File: config.mk
export PLATFORM = sky130hd
export DESIGN_NAME = top_soc
export DESIGN_NICKNAME = d
export VERILOG_FILES = /design/src/rtl/SoC_pkg.sv /design/src/rtl/soc_mem.sv /design/src/rtl/top_soc.sv
export SDC_FILE = /design/constraint.sdc
export NUM_CORES = 1
export LEC_CHECK = 0
export BUFFER_PORTS_ARGS = -buffer_cell sky130_fd_sc_hd__buf_2
export CORE_MARGIN = 4
export CORE_UTILIZATION = 60
export DETAILED_ROUTE_END_ITERATION = 6
export PLACE_DENSITY = 0.79
export RECOVER_POWER = 50
export SLEW_MARGIN = 20
export SYNTH_ARGS = -nofsm -noshare
export SYNTH_HDL_FRONTEND = slang
export SYNTH_SLANG_ARGS = --single-unit
File: constraint.sdc
create_clock -name clk_i -period 3 [get_ports clk_i]
set_input_delay 0.3 -clock clk_i [delete_from_list [all_inputs] [get_ports clk_i]]
set_output_delay 0.3 -clock clk_i [all_outputs]
set_load 0.01 [all_outputs]
File: src/rtl/SoC_pkg.sv
// Shared sizing for the SoC storage top and its bench.
package SoC_pkg;

    localparam int WORD_WIDTH  = 4;
    localparam int INDEX_WIDTH = 4;
    localparam int DEPTH       = 2 ** INDEX_WIDTH;

endpackage : SoC_pkg

File: src/rtl/soc_mem.sv
// Word memory with one write port and one registered read port.
// A read of the index being written on the same edge returns the old contents.
module soc_mem #(
    parameter int WORD_WIDTH  = SoC_pkg::WORD_WIDTH,
    parameter int INDEX_WIDTH = SoC_pkg::INDEX_WIDTH
) (
    input  logic                   clk_i,
    input  logic                   rst_i,
    input  logic                   wr_en_i,
    input  logic [INDEX_WIDTH-1:0] wr_index_i,
    input  logic [WORD_WIDTH-1:0]  wr_data_i,
    input  logic                   rd_en_i,
    input  logic [INDEX_WIDTH-1:0] rd_index_i,
    output logic [WORD_WIDTH-1:0]  rd_data_o
);

    localparam int DEPTH = 2 ** INDEX_WIDTH;

    logic [WORD_WIDTH-1:0] mem_q [DEPTH];
    logic [WORD_WIDTH-1:0] rd_data_q;
    logic [WORD_WIDTH-1:0] rd_data_d;

    // rd_data_o holds its value between reads.
    always_comb begin
        rd_data_d = rd_data_q;
        if (rd_en_i) begin
            rd_data_d = mem_q[rd_index_i];
        end
    end

    // NOTE: the whole array clears on reset, so it must be flops, not a RAM macro.
    always_ff @(posedge clk_i) begin
        if (rst_i) begin
            for (int i = 0; i < DEPTH; i++) begin
                mem_q[i] <= '0;
            end
        end else if (wr_en_i) begin
            mem_q[wr_index_i] <= wr_data_i;
        end
    end

    // NOTE: non-blocking updates make the same-edge read see the pre-write word.
    always_ff @(posedge clk_i) begin
        if (rst_i) begin
            rd_data_q <= '0;
        end else begin
            rd_data_q <= rd_data_d;
        end
    end

    assign rd_data_o = rd_data_q;

endmodule : soc_mem

File: src/rtl/top_soc.sv
// Bus-facing storage top: soc_mem plus registered one-cycle acknowledges
// for the independent write and read channels.
module top_soc #(
    parameter int WORD_WIDTH  = SoC_pkg::WORD_WIDTH,
    parameter int INDEX_WIDTH = SoC_pkg::INDEX_WIDTH
) (
    input  logic                   clk_i,
    input  logic                   arstn_i,
    input  logic                   wr_i,
    output logic                   ack_wr_o,
    input  logic [WORD_WIDTH-1:0]  wr_data_i,
    input  logic [INDEX_WIDTH-1:0] wr_index_i,
    input  logic                   rd_i,
    output logic                   ack_rd_o,
    output logic [WORD_WIDTH-1:0]  rd_data_o,
    input  logic [INDEX_WIDTH-1:0] rd_index_i
);

    logic ack_wr_q, ack_wr_d;
    logic ack_rd_q, ack_rd_d;

    soc_mem #(
        .WORD_WIDTH (WORD_WIDTH),
        .INDEX_WIDTH(INDEX_WIDTH)
    ) u_mem (
        .clk_i     (clk_i),
        .rst_i     (arstn_i),
        .wr_en_i   (wr_i),
        .wr_index_i(wr_index_i),
        .wr_data_i (wr_data_i),
        .rd_en_i   (rd_i),
        .rd_index_i(rd_index_i),
        .rd_data_o (rd_data_o)
    );

    // Every request is accepted, so the ack is simply the request one edge later.
    always_comb begin
        ack_wr_d = wr_i;
        ack_rd_d = rd_i;
    end

    always_ff @(posedge clk_i) begin
        if (arstn_i) begin
            ack_wr_q <= 1'b0;
            ack_rd_q <= 1'b0;
        end else begin
            ack_wr_q <= ack_wr_d;
            ack_rd_q <= ack_rd_d;
        end
    end

    assign ack_wr_o = ack_wr_q;
    assign ack_rd_o = ack_rd_q;

endmodule : top_soc

==> metrics.txt <==
Synth cell types 24; post-CTS setup buffers 0; Synth Net Count 283; Clock Tree Root clkbuf_8; Num CTS Buffers 9; Hold Path Class in2reg; io pins 22; average wire per standard cell 17.8 um; post-synth top area cell edfxtp_1; CP max stage cell or3b_1; Tot GR Track Use 21.8%; final period utilization 66.4%; Syn Area/Cell 12.5 sq um; crit start category primary input; I/O Buffers 21; Slew Limit Fails 0; Pwr Density 547 nW/um^2; worst-case clock buffer depth 2; final setup TNS 0 ps; DR DRC count 0; Req. time, crit path 3050 ps; Synth-to-Final Area Change 7.62%; WP buf/inv 1; CP Cell Sequence clkbuf_1, nor2b_1, or3b_1, nor3_1, or2_2; Synth Register Bits 70; CP max FO 20; WL final 6.42 mm; diode count 0; initial antenna violation count 0; synth top area cells edfxtp_1, and2_1, mux2i_1; Worst setup EP type flip-flop; die area 6810 sq um; endpoints failing setup 0; CP Class in2reg; cell class contributing the biggest share of worst-path delay simple AND/OR/NAND/NOR gates; footprint of the multi-input gates 1190 sq um; drt pass-1 iters 4; async set-reset flop share out of synthesis 0%; clock share of power 34.0%; top-count cell post-synth and2_1; maxcap violations 0; layout cells sized above 1 14.8%; die width 82.6 um; drt via density 5.53; vias in the first global route 2008; Post-Syn Area 3330 sq um; post-route ant nets 0; upper clock frequency limit 502 MHz; clock sinks 70; Layout fillers 396; CORE AREA 5240 sq um; global-route wire length before repair 10.3 mm; Leakage 1.32 nW; outcome completed; Reg clk slew, reported paths 70 ps; largest net degree at the start of global routing 33; Int Pwr 1.52 mW; Cells after Synth 267; CTS tree yes; Most used DFF post-synth edfxtp_1; height of the die 82.6 um; slew margin rel. 41.6%; # H-tree levels 3; Hold Violations, Final 0; Flop pwr share 58.1%; final layout net count 302; r2r setup slk 1990 ps; vias 1997; Detailed Route Iter0 Violations 152; Initial Utilization 63.7%; Worst path max stage delay 440 ps; Switching Power 443 uW; GPL Wtd Cong 0.908; Data arrival, critical path 2050 ps; EDFF count, synth 64; synth cell count leaders and2_1, edfxtp_1, mux2i_1; switching share of total power 22.6%; sequential share of the synthesized area 61.2%; Detailed Place HPWL 4.66 mm; slew at the pin with the worst max-slew slack 876 ps; FP Rows 26; Warnings, synthesis 0; Skew-Pair Late Insertion Delay 340 ps; clock skew 4.78 ps; Design Power 1.96 mW; unrepaired setup endpoints after global routing no; worst vdd ir 0.357 mV; combinational share of power 7.8%; Resize count post-CTS 0; register area 2040 sq um; post-route minimum period 1990 ps; GRT Residual Overflow 0; CTS Hold Bufs 0; post-synth top area share 57.6%
-- path summary, 6_finish.rpt --
kind / from / end / depth (start not counted)
setup / recovery: arstn_i / u_mem.mem_q[0][0] / 5
setup reg to reg: u_mem.mem_q[13][2] / u_mem.rd_data_o[2] / 4
hold reg to reg: u_mem.rd_data_o[1] / u_mem.rd_data_o[1] / 2
hold / removal: rd_i / ack_rd_o / 2
-- flip-flops by register name, summed over array words and instances, names as in the netlist --
signal / flops
ack_rd_o: 1
ack_wr_o: 1
u_mem.mem_q: 64
u_mem.rd_data_o: 4
-- stage by stage --
step                      hold slack [ps]  cell area [sq um]  cells  utilization (%)  setup WS [ps]
after global routing                  242               3590    361             68.5            808
after detailed placement              462               3470    345             66.2           1140
after global placement                464               3470    345             66.2           1200
after CTS                             219               3640    361             69.5           1510
after floorplan                       377               3330    267                -           1490
final                                 248               3590    361             68.5           1010
-- cell families (layout without fill, tap and decap cells) --
logic type	Yosys count	in the layout	synth area share, %
AND/OR/NAND/NOR	140	140	25.0
buffers and inverters	13	37	1.76
flip-flops	70	70	61.2
multiplexers	32	32	9.61
AO/OA/AOI/OAI	12	12	2.40
-- metal layers --
layer	track usage, %	vias to the layer above	share of wire (%)
li1	-	978	-
met1	28.9	939	45
met2	33.4	70	47
met3	5.31	10	7.0
met4	11.1	0	1.5
met5	0	-	0
-- power by group through the flow --
stage / Sequential, mW / Combinational [mW] / Clock [mW]
global placement: 1.16 / 0.158 / 0
finish: 1.14 / 0.154 / 0.668
detailed placement: 1.16 / 0.160 / 0
global route: 1.15 / 0.169 / 0.720
CTS: 1.14 / 0.160 / 0.672
floorplan: 1.16 / 0.105 / 0
-- cells in the final DEF (no fill, tap or decap), drive strengths merged --
cell    count
nand4       4
dfxtp       6
a22oi       8
a21oi       4
nor2b       4
nand2      17
clkbuf     21
buf        14
edfxtp     64
nand3       9
and2       66
or3b        2
nor2       14
mux2i      32
nand2b      2
nand3b      2
clkinv      2
or2        16
nor3        4
-- area by class of cell --
| type | count | share of cell area, % |
|---|---|---|
| flip-flops and latches | 70 | 56.9 |
| clock buffers | 14 | 4.53 |
| well taps | 70 | 2.44 |
| multi-input cells | 184 | 33.2 |
| repair buffers | 21 | 2.68 |
| clock inverters | 2 | 0.279 |
Power figures use the tool's default switching activity.
